[src/rtl/jk_cmd_sequencer_pkg.sv]
// Purpose: shared op codes, FSM states and j/k helpers for the JK command sequencer.
// Latency: n/a (types and pure functions only).
// Backpressure: n/a.
package jk_seq_pkg;

    localparam int OP_W = 2;

    typedef enum logic [1:0] {
        OP_HOLD = 2'b00,
        OP_RST  = 2'b01,
        OP_SET  = 2'b10,
        OP_TGL  = 2'b11
    } op_e;

    typedef enum logic {
        IDLE  = 1'b0,
        DRIVE = 1'b1
    } state_e;

    // Stored FIFO entry is {op, count} at full count width.
    function automatic int entry_width(input int cnt_w);
        return OP_W + cnt_w;
    endfunction

    // Map an op code onto the {j, k} levels that realise it.
    function automatic logic [1:0] op_to_jk(input logic [1:0] op);
        logic [1:0] jk;
        case (op)
            OP_HOLD: jk = 2'b00;
            OP_RST:  jk = 2'b01;
            OP_SET:  jk = 2'b10;
            default: jk = 2'b11;
        endcase
        return jk;
    endfunction

    // Next q of an ideal JK flip-flop given its present q and inputs.
    function automatic logic jk_next_q(input logic q, input logic j, input logic k);
        logic nq;
        case ({j, k})
            2'b00:   nq = q;
            2'b01:   nq = 1'b0;
            2'b10:   nq = 1'b1;
            default: nq = ~q;
        endcase
        return nq;
    endfunction

endpackage

[src/rtl/jk_cmd_fifo.sv]
// Purpose: synchronous command FIFO with registered occupancy count.
// Latency: an entry written at edge t is visible at the head from edge t+1; no bypass.
// Backpressure: pushes while full and pops while empty are ignored; push and pop may coincide.
module jk_cmd_fifo #(
    parameter int DEPTH = 4,
    parameter int W     = 6,
    parameter int LVL_W = $clog2(DEPTH) + 1
) (
    input  logic             clk,
    input  logic             rst,
    input  logic             push_i,
    input  logic [W-1:0]     push_dat_i,
    input  logic             pop_i,
    output logic [W-1:0]     head_dat_o,
    output logic [LVL_W-1:0] level_o
);

    localparam int AW = $clog2(DEPTH);

    logic [W-1:0]     mem_q [DEPTH];
    logic [AW-1:0]    wr_ptr_q;
    logic [AW-1:0]    rd_ptr_q;
    logic [LVL_W-1:0] level_q;

    logic do_push;
    logic do_pop;

    assign do_push    = push_i && (level_q != LVL_W'(DEPTH));
    assign do_pop     = pop_i && (level_q != '0);
    assign head_dat_o = mem_q[rd_ptr_q];
    assign level_o    = level_q;

    // Storage array: written only on an accepted push, never reset.
    always_ff @(posedge clk) begin
        if (do_push) begin
            mem_q[wr_ptr_q] <= push_dat_i;
        end
    end

    // Pointers wrap naturally since DEPTH is a power of two; level tracks push minus pop.
    always_ff @(posedge clk or negedge rst) begin
        if (!rst) begin
            wr_ptr_q <= '0;
            rd_ptr_q <= '0;
            level_q  <= '0;
        end else begin
            if (do_push) begin
                wr_ptr_q <= wr_ptr_q + AW'(1);
            end
            if (do_pop) begin
                rd_ptr_q <= rd_ptr_q + AW'(1);
            end
            case ({do_push, do_pop})
                2'b10:   level_q <= level_q + LVL_W'(1);
                2'b01:   level_q <= level_q - LVL_W'(1);
                default: level_q <= level_q;
            endcase
        end
    end

endmodule

[src/rtl/jk_cmd_sequencer.sv]
// Purpose: buffers {op, count} commands and replays each as registered j/k for count+1 edges, with a q reference model.
// Latency: command accepted at edge t drives j/k from edge t+1 through t+1+count; back-to-back commands have no bubble.
// Backpressure: in_ready drops while the FIFO holds DEPTH entries; a push offered while full is ignored.
module jk_cmd_sequencer
    import jk_seq_pkg::*;
#(
    parameter int DEPTH = 4,
    parameter int CNT_W = 4
) (
    input  logic                     clk,
    input  logic                     rst,
    input  logic                     in_valid,
    output logic                     in_ready,
    input  logic [1:0]               in_op,
    input  logic [CNT_W-1:0]         in_cnt,
    output logic                     j,
    output logic                     k,
    output logic                     busy,
    output logic                     q_model,
    output logic [$clog2(DEPTH):0]   level
);

    localparam int ENTRY_W = entry_width(CNT_W);
    localparam int LVL_W   = $clog2(DEPTH) + 1;

    state_e             state_q;
    logic [CNT_W-1:0]   rem_q;
    logic               j_q;
    logic               k_q;
    logic               q_model_q;

    logic [ENTRY_W-1:0] head_dat;
    logic [LVL_W-1:0]   fifo_level;
    logic               fifo_nonempty;
    logic               pop;
    logic               push;
    logic [1:0]         head_op;
    logic [CNT_W-1:0]   head_cnt;

    assign fifo_nonempty       = (fifo_level != '0);
    assign in_ready            = (fifo_level != LVL_W'(DEPTH));
    assign push                = in_valid && in_ready;
    assign {head_op, head_cnt} = head_dat;

    // Pop whenever the driver is free to take a new command this edge.
    assign pop = fifo_nonempty && ((state_q == IDLE) || (rem_q == '0));

    jk_cmd_fifo #(
        .DEPTH (DEPTH),
        .W     (ENTRY_W),
        .LVL_W (LVL_W)
    ) u_fifo (
        .clk        (clk),
        .rst        (rst),
        .push_i     (push),
        .push_dat_i ({in_op, in_cnt}),
        .pop_i      (pop),
        .head_dat_o (head_dat),
        .level_o    (fifo_level)
    );

    // Command driver FSM: loads j/k and repeat count on pop, counts down, idles with j=k=0.
    always_ff @(posedge clk or negedge rst) begin
        if (!rst) begin
            state_q <= IDLE;
            rem_q   <= '0;
            j_q     <= 1'b0;
            k_q     <= 1'b0;
        end else begin
            case (state_q)
                IDLE: begin
                    if (fifo_nonempty) begin
                        {j_q, k_q} <= op_to_jk(head_op);
                        rem_q      <= head_cnt;
                        state_q    <= DRIVE;
                    end else begin
                        j_q <= 1'b0;
                        k_q <= 1'b0;
                    end
                end
                DRIVE: begin
                    if (rem_q != '0) begin
                        rem_q <= rem_q - {{(CNT_W-1){1'b0}}, 1'b1};
                    end else if (fifo_nonempty) begin
                        {j_q, k_q} <= op_to_jk(head_op);
                        rem_q      <= head_cnt;
                    end else begin
                        j_q     <= 1'b0;
                        k_q     <= 1'b0;
                        state_q <= IDLE;
                    end
                end
                default: begin
                    state_q <= IDLE;
                    j_q     <= 1'b0;
                    k_q     <= 1'b0;
                end
            endcase
        end
    end

    // Reference q: what the downstream flip-flop will hold after sampling the current j/k.
    always_ff @(posedge clk or negedge rst) begin
        if (!rst) begin
            q_model_q <= 1'b0;
        end else begin
            q_model_q <= jk_next_q(q_model_q, j_q, k_q);
        end
    end

    assign j       = j_q;
    assign k       = k_q;
    assign q_model = q_model_q;
    assign busy    = (state_q == DRIVE);
    assign level   = fifo_level;

endmodule

[config.mk]
export PLATFORM = sky130hd
export DESIGN_NAME = jk_cmd_sequencer
export DESIGN_NICKNAME = d
export VERILOG_FILES = /design/src/rtl/jk_cmd_sequencer_pkg.sv /design/src/rtl/jk_cmd_fifo.sv /design/src/rtl/jk_cmd_sequencer.sv
export SDC_FILE = /design/constraint.sdc
export NUM_CORES = 1
export LEC_CHECK = 0
export ABC_CLOCK_PERIOD_IN_PS = 3390
export BUFFER_PORTS_ARGS = -buffer_cell sky130_fd_sc_hd__buf_2
export CELL_PAD_IN_SITES_DETAIL_PLACEMENT = 0
export CELL_PAD_IN_SITES_GLOBAL_PLACEMENT = 1
export CORE_MARGIN = 2
export CORE_UTILIZATION = 51
export CTS_BUF_LIST = sky130_fd_sc_hd__clkbuf_4 sky130_fd_sc_hd__clkbuf_8
export DETAILED_ROUTE_END_ITERATION = 10
export PLACE_DENSITY = 0.86
export SYNTH_ARGS = -nofsm -noshare
export SYNTH_HDL_FRONTEND = slang
export SYNTH_HIERARCHICAL = 1
export SYNTH_SLANG_ARGS = --single-unit
[constraint.sdc]
create_clock -name clk -period 3.39 [get_ports clk]
set_input_delay 0.339 -clock clk [delete_from_list [all_inputs] [get_ports clk]]
set_output_delay 0.339 -clock clk [all_outputs]
set_load 0.01 [all_outputs]
Word-level counts from Yosys, hierarchy flattened:

Memories as Yosys holds them, arrays and structs flattened.
Cells that the tools add are included.

* add/sub/neg operators: 5
* equality and inequality tests: 8
* mux-type cells: 17
* bitwise logic cells: 2
* reductions and logical operators: 11

Operators by type and width (count)
* $mux 1: 8
* $mux 4: 2
* $pmux 4 s2: 1
* $eq 2x1->1 const B: 3
* $eq 2x2->1 const B: 3
* $pmux 1 s2: 3
* $pmux 2 s3: 1
* $pmux 3 s2: 1
* $add 2x1->2 const B: 2
* $logic_and 1x1->1: 4
* $logic_not 2->1: 2
* $logic_not 4->1: 1
* $reduce_bool 4->1: 1
* $sub 4x1->4 const B: 1
* $add 3x1->3 const B: 1
* $ne 3x3->1 const B: 1
* $pmux 1 s3: 1
* $reduce_bool 3->1: 1
* $sub 3x1->3 const B: 1
* $ne 2x2->1 const B: 1
* $not 1->1: 2
* $reduce_bool 2->1: 1
* $logic_or 1x1->1: 1

* flip-flop bits (word level): 15
* RAM bits: 24
* input port bits: 9
* output and inout port bits: 8
* memories: 1

Memories
* u_fifo.mem_q: depth 4, width 6, rd ports 1, clocked after Yosys merged registers in 0, wr ports 1, line jk_cmd_fifo.sv:20 `logic [W-1:0] mem_q [DEPTH];`

Logic depth before layout (Yosys ltp):

* depth after elaboration: 6
* gate-level depth with buffers: 12
* depth with buffers taken out: 12

Cells and area by module:

The synthesis kept the hierarchy.

By module, submodules not included
* jk_cmd_fifo: times used 1, cells each 68, area an instance 1301.2 um^2, seq. area each 895.9 um^2
* jk_cmd_sequencer: times used 1, cells each 54, area an instance 498.0 um^2, seq. area each 200.2 um^2

Least setup slack after synthesis:

Ideal clock, no wire load.

* path type: register to register
* start point: reg rem_q[0]
* end point: reg u_fifo.level_q[2], in the netlist u_fifo/level_o[2]
* library setup time: 80 ps
* arrival time: 2294 ps
* path slack: 1016 ps
* cell stages (with the launch flop): 12
* path buffers: 0
* cells stage by stage: dfrtp_1 -> inv_1 -> ha_1 -> or3b_1 -> a21oi_1 -> o31a_2 -> ha_1 -> inv_1 -> fa_1 -> xor2_1 -> nor2_1 -> xor2_1

* longest elaborated chain between the ends: 6

Ends and longest elaborated chain
* start, declared: line jk_cmd_sequencer.sv:27 `logic [CNT_W-1:0] rem_q;`
* start signal, assigned: line jk_cmd_sequencer.sv:74 `rem_q <= head_cnt;`
* start signal, assigned: line jk_cmd_sequencer.sv:83 `rem_q <= rem_q - {{(CNT_W-1){1'b0}}, 1'b1};`
* start signal, assigned: line jk_cmd_sequencer.sv:86 `rem_q <= head_cnt;`
* $logic_not 4->1 *: line jk_cmd_sequencer.sv:46 `assign pop = fifo_nonempty && ((state_q == IDLE) || (rem_q == '0));`
* $logic_or 1x1->1 *: line jk_cmd_sequencer.sv:46
* $logic_and 1x1->1 *: line jk_cmd_sequencer.sv:46
* named net pop: line jk_cmd_sequencer.sv:35 `logic pop;`
* $logic_and 1x1->1 *: line jk_cmd_fifo.sv:29 `assign do_pop = pop_i && (level_q != '0);`
* named net u_fifo.do_pop: line jk_cmd_fifo.sv:26 `logic do_pop;`
* $eq 2x1->1 or $eq 2x2->1 (tied branches): line jk_cmd_fifo.sv:53 `case ({do_push, do_pop})`
* $pmux 3 s2 or $reduce_bool 2->1 (tied branches)
* end signal, assigned: line jk_cmd_fifo.sv:54 `2'b10: level_q <= level_q + LVL_W'(1);`
* end signal, assigned: line jk_cmd_fifo.sv:55 `2'b01: level_q <= level_q - LVL_W'(1);`
* end signal, assigned: line jk_cmd_fifo.sv:56 `default: level_q <= level_q;`
* end, declared: line jk_cmd_fifo.sv:23 `logic [LVL_W-1:0] level_q;`

Mark *: on every way through the listed nets, which the timed path passes. The rest lies on a longest branch.
A chain may end at the register's enable or synchronous reset.

Worst setup path in the final report:

Ends and elaborated chain as after synthesis.

==> key figures <==
Flow run
  • MaxCap Viol Count: 0

Place
  • GP Congestion: about 0.9
  • PortBufs: 16
  • Place WS: 0.8314 ns
  • Dpl cell area: 1913 um2
  • Detailed Place HPWL: 1.956 mm

Clock tree
  • CTS Sinks: 39
  • Clk_lat worst skew: 0.32 ns
  • Post-CTS sizing: 0
  • Clk pin slew, worst setup/hold paths: 0.12 ns
  • Clock Path Buffers: 2
  • CTS H-Tree Depth: 2
  • Total CTS buffers: 5
  • CTS tree: done
  • Root Driver: clkbuf_4

Synthesis
  • Ys async rst share: 0.3846
  • Post-Syn Area: around 1800 um2
  • Synthesized area per cell: 14.75 um2
  • Synth Register Bits: 39
  • Top cell type's share of synthesized area: 0.4006
  • Yosys cell types: 32
  • Cell taking the most area after synthesis: edfxtp_1
  • Seq/Total Area, Yosys: 0.6092
  • Mapped Cells: between 100 and 150
  • Synth Flop Type: edfxtp_1
  • EDFF count, synth: 24
  • Top post-synthesis cells by area: edfxtp_1, dfrtp_1, mux4_2, ha_1, mux2i_1
  • Synth Net Count: 140
  • Synthesis warning total: 6

Cells and area
  • Nets@finish: 160
  • Share of layout cells above drive strength 1: 0.2657
  • Final Core Density: 0.5889
  • Diode count: 0
  • Commonest non-fill, non-tap cell in the layout: edfxtp_1
  • Fill cell count: 293
  • Commonest cells after routing, fill and taps aside: edfxtp_1, buf_2, dfrtp_1, inv_1, ha_1
  • Non-Filler Cell Area, Final: 1981 um2
  • Synth-to-layout area growth: 10.08%

Detailed routing
  • Antenna-violating nets left: 0
  • Routed length on met2: 1.365 mm
  • Drt pass-1 iters: 4
  • Initial drt markers: 40
  • Routed met3 length: 76 um
  • Met1 WL: 1.265 mm
  • Final wirelength: ~2.7 mm
  • Via Count: 989
  • Vias per std cell: approximately 5.2
  • WL/cell: about 14 um
  • DRC viols: 0
  • Uppermost layer routed: met4

Floorplan
  • Core ar.: around 3400 um2
  • # IOs: 17
  • Row count: 21
  • Die height: 63.40 um
  • Die W: 63.40 um
  • Initial core utilization: 0.5350
  • DIE AREA: 4019 um2

Global routing
  • Total grt overflow: 0
  • Antenna violations before repair: 0
  • Vias in the first global route: 999
  • Global-route wire length before repair: 4.816 mm
  • Total GRT Usage: 0.1604
  • Largest net degree at the start of global routing: 16

Worst setup path
  • Buf/Inv on CP: 2
  • CP Class: register to register
  • Critical path peak fanout: 4
  • Slowest CP cell: dfrtp_1
  • Crit. End Element: register
  • CP arrival: 2.85 ns
  • Critical Path Max Stage Delay: 0.42 ns
  • WP data required: 3.65 ns
  • Crit-path cells: inv_1 -> ha_1 -> or3b_1 -> a21oi_1 -> o31a_2 -> ha_1 -> inv_1 -> fa_1 -> xor2_1 -> nor2_1 -> xor2_1
  • Startpoint types: register
  • CP top delay family: adder cells

Power and ir drop
  • Sw Share: 0.3648
  • Clock share of power: 0.134
  • Internal power: 1.068 mW
  • Sequential power share: 0.483
  • Total power draw: 1.681 mW
  • Peak VDD IR: ~0.37 mV
  • Psw: 0.6134 mW
  • Pleak: ~0.79 nW
  • Comb pwr share: 0.382
  • P per Cell Area: 849.0 nW/um2

Hold path
  • Hold Crit Class: input pin to register

Timing
  • Slew @ Worst Pin: 0.4900 ns
  • Fin Setup TNS: 0 ns
  • Unrepaired setup endpoints after global routing: false
  • Finish-stage setup viols: 0
  • Minimum clock period: 2.587 ns
  • Slew Viols, Final: 0
  • Final Worst Setup Slack: 0.8027 ns
  • Final Skew: between 0.005 and 0.006 ns
  • Relative slew slack: 0.6708
  • Tcrit/Tclk final: 0.7632
  • Final Hold Fails: 0
  • FMAX: 386.5 MHz

Outcome
  • Status: finished clean
## cells in the mapped netlist, drive strengths merged (3+ instances only)
| master | count |
|---|---|
| nand2 | 7 |
| ha | 8 |
| nor3 | 3 |
| mux4 | 6 |
| mux2i | 6 |
| a211oi | 4 |
| edfxtp | 24 |
| nor2 | 4 |
| dfrtp | 15 |
| inv | 12 |
| xnor2 | 3 |
| and2 | 5 |
| xor2 | 3 |
## path summary, 6_finish.rpt
check	from	endpoint	slack, ns	cells past startpoint
setup / recovery	rem_q[0]$_DFF_PN0_	u_fifo/level_o[2]$_DFFE_PN0P_	0.80	11
hold / removal	in_cnt[0]	u_fifo/mem_q[1][0]$_DFFE_PP_	0.22	1
setup reg to reg	rem_q[0]$_DFF_PN0_	u_fifo/level_o[2]$_DFFE_PN0P_	0.80	11
hold reg to reg	q_model$_DFFE_PN0P_	q_model$_DFFE_PN0P_	0.50	1
max in group asynchronous	rst	k$_DFFE_PN0P_	2.71	2
min in group asynchronous	rst	rem_q[2]$_DFF_PN0_	0.43	2
## registers in the layout, indices dropped and copies added, names as in the netlist, 2 cells and up
register and flops:
u_fifo/wr_ptr_q 2, rem_q 4, u_fifo/rd_ptr_q 2, u_fifo/level_o 3, u_fifo/mem_q 24
## metal layers
layer  vias up  track usage
met5         -            0
met4         0      0.05707
met3         2      0.04286
met2        12       0.2487
met1       494       0.2192
li1        481            -
## layout make-up
type                    instances  area (um2)  area share
inverters                      12       45.04     0.02274
repair buffers                 17       90.09     0.04548
multi-input cells              67       634.4      0.3203
well taps                      46       57.56     0.02906
flip-flops and latches         39        1096      0.5534
clock inverters                 3       20.02     0.01011
clock buffers                   5       37.54     0.01895
## power groups by stage
stage	registers [mW]	logic [mW]	clock network, mW
CTS	0.813	0.652	0.240
detailed placement	0.825	0.647	0
global placement	0.812	0.622	0
floorplan	0.774	0.531	0
global route	0.837	0.730	0.266
finish	0.813	0.643	0.226
## per-stage QoR
stage / cells / hold slack, ns
2_1_floorplan: 122 / 0.04341
3_3_place_gp: 180 / 0.2624
3_5_place_dp: 180 / 0.2649
4_1_cts: 189 / 0.1989
5_1_grt: 189 / 0.1787
6_report: 189 / 0.2172
## timing repair
item                                   4_1_cts  5_1_grt
hold buffers                                 1        0
endpoints found under the hold margin       15        0
setup buffers                                0        0
## cells by family (layout without fill, tap and decap cells)
logic type,count (synthesis),count (layout),share of synthesized area
DFF,39,39,0.6092
and+or+nand+nor,28,28,0.08554
buffers and inverters,16,37,0.03824
muxes,13,13,0.1168
AOI/OAI and AO/OA,11,11,0.05425
adders and majority gates,9,9,0.06676
xor gates and xnor gates,6,6,0.02921
No activity file was read; power rests on OpenSTA's default activity.
